==> src/rtl/trng_harvester_pkg.sv <==
// Shared definitions for the TRNG harvester: FSM encoding, word width,
// default cycle counts and the cell drive decode.
package trng_harvester_pkg;

   typedef enum logic [2:0] {
      ST_IDLE   = 3'd0,
      ST_CRST   = 3'd1,
      ST_ARM    = 3'd2,
      ST_RUN    = 3'd3,
      ST_SAMPLE = 3'd4
   } state_e;

   localparam int WORD_W         = 32;
   localparam int DEF_NUM_CELLS  = 4;
   localparam int DEF_RST_CYCLES = 4;
   localparam int DEF_ARM_CYCLES = 2;
   localparam int DEF_RUN_CYCLES = 16;

   // Returns {T, I1, I2}; the arm pair alternates with round parity.
   function automatic logic [2:0] cell_drive(input state_e s, input logic par);
      case (s)
         ST_IDLE, ST_CRST:  return 3'b000;
         ST_ARM:            return {1'b0, ~par, par};
         ST_RUN, ST_SAMPLE: return {1'b1, ~par, par};
         default:           return 3'b000;
      endcase
   endfunction

endpackage

==> src/rtl/trng_harvester_osc_sync.sv <==
// Two-flop synchronizer for one asynchronous oscillator output.
module osc_sync (
   input  logic clk,
   input  logic resetn,
   input  logic d,
   output logic q
);
   logic meta_q, meta_d;
   logic sync_q, sync_d;

   // Next-state for the synchronizer chain.
   always_comb begin
      meta_d = d;
      sync_d = meta_q;
   end

   // Synchronizer flops.
   always_ff @(posedge clk or negedge resetn) begin
      if (!resetn) begin
         meta_q <= 1'b0;
         sync_q <= 1'b0;
      end else begin
         meta_q <= meta_d;
         sync_q <= sync_d;
      end
   end

   assign q = sync_q;
endmodule

==> src/rtl/trng_harvester.sv <==
// Sequences the oscillator cells through reset/arm/run/sample rounds,
// von Neumann debiases the sampled bits and assembles 32-bit words.
module trng_harvester
   import trng_harvester_pkg::*;
#(
   parameter int NUM_CELLS  = DEF_NUM_CELLS,
   parameter int RST_CYCLES = DEF_RST_CYCLES,
   parameter int ARM_CYCLES = DEF_ARM_CYCLES,
   parameter int RUN_CYCLES = DEF_RUN_CYCLES
) (
   input  logic                 clk,
   input  logic                 resetn,
   input  logic                 en,
   input  logic [NUM_CELLS-1:0] osc_in,
   output logic                 cell_t,
   output logic                 cell_i1,
   output logic                 cell_i2,
   output logic [WORD_W-1:0]    rnd_data,
   output logic                 rnd_valid,
   input  logic                 rnd_ready
);
   logic [NUM_CELLS-1:0] osc_s;

   for (genvar g = 0; g < NUM_CELLS; g++) begin : g_sync
      osc_sync u_sync (.clk(clk), .resetn(resetn), .d(osc_in[g]), .q(osc_s[g]));
   end

   state_e            state_q, state_d;
   logic [15:0]       cyc_q, cyc_d;
   logic              parity_q, parity_d;
   logic              pend_q, pend_d;
   logic              first_q, first_d;
   logic [5:0]        cnt_q, cnt_d;
   logic [WORD_W-1:0] data_q, data_d;
   logic              valid_q, valid_d;
   logic [2:0]        cell_q, cell_d;
   logic              raw_s;
   logic              word_done_s;

   // Round sequencing, debiasing and word assembly.
   always_comb begin
      state_d     = state_q;
      cyc_d       = cyc_q;
      pend_d      = pend_q;
      first_d     = first_q;
      cnt_d       = cnt_q;
      data_d      = data_q;
      raw_s       = ^osc_s;
      word_done_s = 1'b0;

      if (valid_q && rnd_ready) begin
         valid_d = 1'b0;
      end else begin
         valid_d = valid_q;
      end

      if (state_q == ST_SAMPLE) begin
         parity_d = ~parity_q;
      end else begin
         parity_d = parity_q;
      end

      if (!en) begin
         state_d = ST_IDLE;
         cyc_d   = 16'd0;
         pend_d  = 1'b0;
         cnt_d   = 6'd0;
      end else begin
         case (state_q)
            ST_IDLE: begin
               cyc_d = 16'd0;
               if (!valid_q) begin
                  state_d = ST_CRST;
               end else begin
                  state_d = ST_IDLE;
               end
            end
            ST_CRST: begin
               if (cyc_q == 16'(RST_CYCLES - 1)) begin
                  state_d = ST_ARM;
                  cyc_d   = 16'd0;
               end else begin
                  cyc_d = cyc_q + 16'd1;
               end
            end
            ST_ARM: begin
               if (cyc_q == 16'(ARM_CYCLES - 1)) begin
                  state_d = ST_RUN;
                  cyc_d   = 16'd0;
               end else begin
                  cyc_d = cyc_q + 16'd1;
               end
            end
            ST_RUN: begin
               if (cyc_q == 16'(RUN_CYCLES - 1)) begin
                  state_d = ST_SAMPLE;
                  cyc_d   = 16'd0;
               end else begin
                  cyc_d = cyc_q + 16'd1;
               end
            end
            ST_SAMPLE: begin
               cyc_d = 16'd0;
               if (!pend_q) begin
                  pend_d  = 1'b1;
                  first_d = raw_s;
               end else begin
                  pend_d = 1'b0;
                  // 10 emits 1 and 01 emits 0: the emitted bit is the first of the pair.
                  if (first_q != raw_s) begin
                     data_d[cnt_q[4:0]] = first_q;
                     if (cnt_q == 6'd31) begin
                        cnt_d       = 6'd0;
                        valid_d     = 1'b1;
                        word_done_s = 1'b1;
                     end else begin
                        cnt_d = cnt_q + 6'd1;
                     end
                  end else begin
                     cnt_d = cnt_q;
                  end
               end
               if (word_done_s) begin
                  state_d = ST_IDLE;
               end else begin
                  state_d = ST_CRST;
               end
            end
            default: begin
               state_d = ST_IDLE;
               cyc_d   = 16'd0;
            end
         endcase
      end

      cell_d = cell_drive(state_d, parity_d);
   end

   // State and output registers.
   always_ff @(posedge clk or negedge resetn) begin
      if (!resetn) begin
         state_q  <= ST_IDLE;
         cyc_q    <= 16'd0;
         parity_q <= 1'b0;
         pend_q   <= 1'b0;
         first_q  <= 1'b0;
         cnt_q    <= 6'd0;
         data_q   <= '0;
         valid_q  <= 1'b0;
         cell_q   <= 3'b000;
      end else begin
         state_q  <= state_d;
         cyc_q    <= cyc_d;
         parity_q <= parity_d;
         pend_q   <= pend_d;
         first_q  <= first_d;
         cnt_q    <= cnt_d;
         data_q   <= data_d;
         valid_q  <= valid_d;
         cell_q   <= cell_d;
      end
   end

   assign cell_t    = cell_q[2];
   assign cell_i1   = cell_q[1];
   assign cell_i2   = cell_q[0];
   assign rnd_data  = data_q;
   assign rnd_valid = valid_q;
endmodule

==> config.mk <==
export PLATFORM = sky130hd
export DESIGN_NAME = trng_harvester
export DESIGN_NICKNAME = d
export VERILOG_FILES = /design/src/rtl/trng_harvester_pkg.sv /design/src/rtl/trng_harvester_osc_sync.sv /design/src/rtl/trng_harvester.sv
export SDC_FILE = /design/constraint.sdc
export NUM_CORES = 1
export LEC_CHECK = 0
export ABC_CLOCK_PERIOD_IN_PS = 1600
export CORE_ASPECT_RATIO = 0.75
export CORE_MARGIN = 2
export CORE_UTILIZATION = 49
export CTS_BUF_LIST = sky130_fd_sc_hd__clkbuf_16
export DETAILED_ROUTE_END_ITERATION = 16
export GPL_ROUTABILITY_DRIVEN = 0
export PLACE_DENSITY = 0.75
export REMOVE_ABC_BUFFERS = 1
export SLEW_MARGIN = 20
export SYNTH_ARGS = -nofsm -noshare
export SYNTH_HDL_FRONTEND = slang
export SYNTH_SLANG_ARGS = --single-unit
==> constraint.sdc <==
create_clock -name clk -period 1.6 [get_ports clk]
set_input_delay 0.32 -clock clk [delete_from_list [all_inputs] [get_ports clk]]
set_output_delay 0.32 -clock clk [all_outputs]
set_load 0.02 [all_outputs]
==> metrics.txt <==
Rows 26; 1st-iter DRT viols 166; clock latency on the worst-skew pair 0.33 ns; total leakage power 2.39 nW; IO Pins 44; vias 2964; outcome finished with violations; Bufs and invs on worst path 1; final worst slack -0.179 ns; setup_tns -6.49 ns; clk_skew 0.00554 ns; top_reg_cell synth dfrtp_1; global route overflow 0; crit-path leading delay family XOR/XNOR gates; antenna violations before repair 0; WP depth 6; Cell variety after synth 42; Finished Core Util 72.9%; unrepaired setup endpoints after global routing yes; ANT nets after route 0; Data required, critical path 1.80 ns; Num Clock Sinks 72; CP endpoint kind flop; Port-buffer cells 43; ANT cells 0; vias per inst 6.05; Least-Margin Pin Slew 0.375 ns; hold buffer count at cts 0; power per cell area 883 nW/µm²; total of max-cap violations 0; r2r setup slk -0.18 ns; post-layout min period 1.78 ns; share of cells above drive strength 1 34.5%; share of flip-flops with an asynchronous set or reset 100%; failing checks setup timing; Post-Syn Instances 311; worst hold path class in -> async; Total Power 4.33 mW; htree depth 3; peak supply drop 0.000646 V; WHS 0.0243 ns; Fillers 425; slowest library cell on the worst path mux2_4; clock-pin slew on the worst setup and hold paths 0.06 ns; vias in the first global route 2636; first-pass GRT wire length 13200 µm; Final Cycle Share 111%; Root Buffer clkbuf_16; crit path DAT 1.98 ns; Die W 99.7 µm; largest buffer count on any clock path 2; synthesized flop and latch total 72; Largest stage delay, worst path 0.40 ns; CTS buffer count 9; Max Slew Vio Count 0; Residual DRC 0; largest net degree at the start of global routing 73; Cell Area, Synth 3370 µm²; DP HPWL 4980 µm; CP max FO 8; Highest Clock Rate 0.562 GHz; Post-layout nets 415; CTS tree done; final WL 8940 µm; final hold vios 0; Startpoint Class flop; Area Growth Syn to Fin 45.7%; Synth Warn # 0; register area share after synthesis 53.5%; EDFF count, synth 0; cell chain of the critical path xnor2_2, xnor2_2, buf_6, mux2_4, o21ai_1, o31ai_1; Avg Inst Size Synth 10.8 µm²; relative slew slack 75.0%; r2r worst-path depth 6; Die Footprint 7560 µm²; Finished Layout Cells 490; Setup Crit Path Kind reg -> reg; Initial Util 50.0%; routed length per instance 18.3 µm; drt first pass iters 5; final setup vio count 57; gr usage total 23.0%; Core Region 6730 µm²; Die Y 75.8 µm; Worst path most repeated cell xnor2_2; placed cells 460
==> per-layer routing <==
metal / GRT usage, % / share of wire, % / vias to the layer above
met2: 35.8 / 48 / 128
met3: 5.69 / 5.6 / 17
met1: 31.7 / 44 / 1481
met4: 8.68 / 1.9 / 0
met5: 0 / 0 / -
li1: - / - / 1338
==> layout make-up <==
class / count / area [µm²] / share of cell area (%)
clock buffer: 9 / 225 / 4.59
clock inverter: 7 / 110 / 2.24
inverter: 6 / 22.5 / 0.459
multi-input combinational: 221 / 1810 / 36.9
sequential: 72 / 1800 / 36.7
tap: 84 / 105 / 2.14
timing repair buffer: 91 / 832 / 17.0
==> final timing paths <==
check / start / end
setup / recovery: g_sync[3].u_sync.q$_DFF_PN0_ / rnd_data[8]$_DFFE_PN0P_
hold / removal: resetn / rnd_data[11]$_DFFE_PN0P_
setup reg to reg: g_sync[3].u_sync.q$_DFF_PN0_ / rnd_data[8]$_DFFE_PN0P_
hold reg to reg: g_sync[2].u_sync.meta_q$_DFF_PN0_ / g_sync[2].u_sync.q$_DFF_PN0_
max in group asynchronous: resetn / rnd_data[21]$_DFFE_PN0P_
min in group clk: g_sync[2].u_sync.meta_q$_DFF_PN0_ / g_sync[2].u_sync.q$_DFF_PN0_
==> worst register-to-register path, cell delays in order, from the launching register on <==
cell	delay, ns
dfrtp_1	0.39
xnor2_2	0.24
xnor2_2	0.18
buf_6	0.19
mux2_4	0.40
o21ai_1	0.17
o31ai_1	0.08
==> cells by family after synthesis <==
kind of cell	synth area share, %
AO/OA/AOI/OAI	16.2
XOR/XNOR	6.57
adder cells (fa/ha/maj)	2.23
buffers and inverters	3.94
flip-flops	53.5
multiplexers	2.08
AND/OR/NAND/NOR	15.5
==> synth_stat cells (all sizes together), types with 2 or more instances <==
master / instances / area share, %
and2: 3 / 0.56
and3: 6 / 1.1
and4: 4 / 1.0
buf: 10 / 2.4
clkbuf: 8 / 0.89
dfrtp: 72 / 53
ha: 6 / 2.2
inv: 6 / 0.67
mux2: 4 / 1.8
nand2: 17 / 1.9
nand2b: 2 / 0.37
nand3: 10 / 1.6
nand3b: 3 / 0.67
nand4: 10 / 1.9
nor2: 28 / 3.1
nor2b: 3 / 0.56
nor3: 2 / 0.30
nor4: 5 / 0.93
o21ai: 39 / 5.8
o21bai: 3 / 0.67
o22ai: 2 / 0.37
o31ai: 33 / 7.4
or3: 3 / 0.56
xnor2: 9 / 3.0
xor2: 11 / 2.9
==> power breakdown <==
part | internal (mW) | switching, mW
sequential | 1.84 | 0.00831
combinational | 0.114 | 0.130
clock | 1.51 | 0.736
total | 3.46 | 0.874
==> cell usage in the layout (no fill, tap or decap), types with 6 or more instances in the layout <==
cell type	netlist	layout
dfrtp_1	72	72
o21ai_2	0	21
nor2_1	28	10
o21ai_1	0	14
xor2_1	11	10
xnor2_1	6	6
nor2_2	0	7
buf_4	2	42
dlygate4sd2_1	0	26
o31ai_1	33	28
nand4_1	10	10
nand3_1	9	9
ha_1	6	6
nor2_4	0	11
clkdlybuf4s50_1	0	6
clkbuf_16	0	10
mux2_4	4	9
dlymetal6s2s_1	0	10
nand2_1	17	17
==> through the flow <==
step                      worst slack (ns)  cell area [µm²]
final                               -0.179             4910
after global routing                -0.249             4910
after CTS                           -0.127             4640
after detailed placement            -0.552             4110
after global placement              -0.475             4110
after floorplan                     -0.197             3260
==> repair_timing <==
action                                  CTS  global route
endpoints found under the setup margin   79            72
cloned                                    7             1
pin swaps                                41            25
resized for setup                        87            65
buffers inserted                          6             0
endpoints found under the hold margin     0             0
==> state kept, by name (all words and copies together), names as in the netlist <==
| signal | cells |
|---|---|
| g_sync.u_sync.q | 4 |
| rnd_valid | 1 |
| state_q | 3 |
| first_q | 1 |
| cyc_q | 16 |
| pend_q | 1 |
| cell_q | 3 |
| parity_q | 1 |
| cnt_q | 6 |
| g_sync.u_sync.meta_q | 4 |
| rnd_data | 32 |
Note: power is estimated with default switching activity, not from simulation.
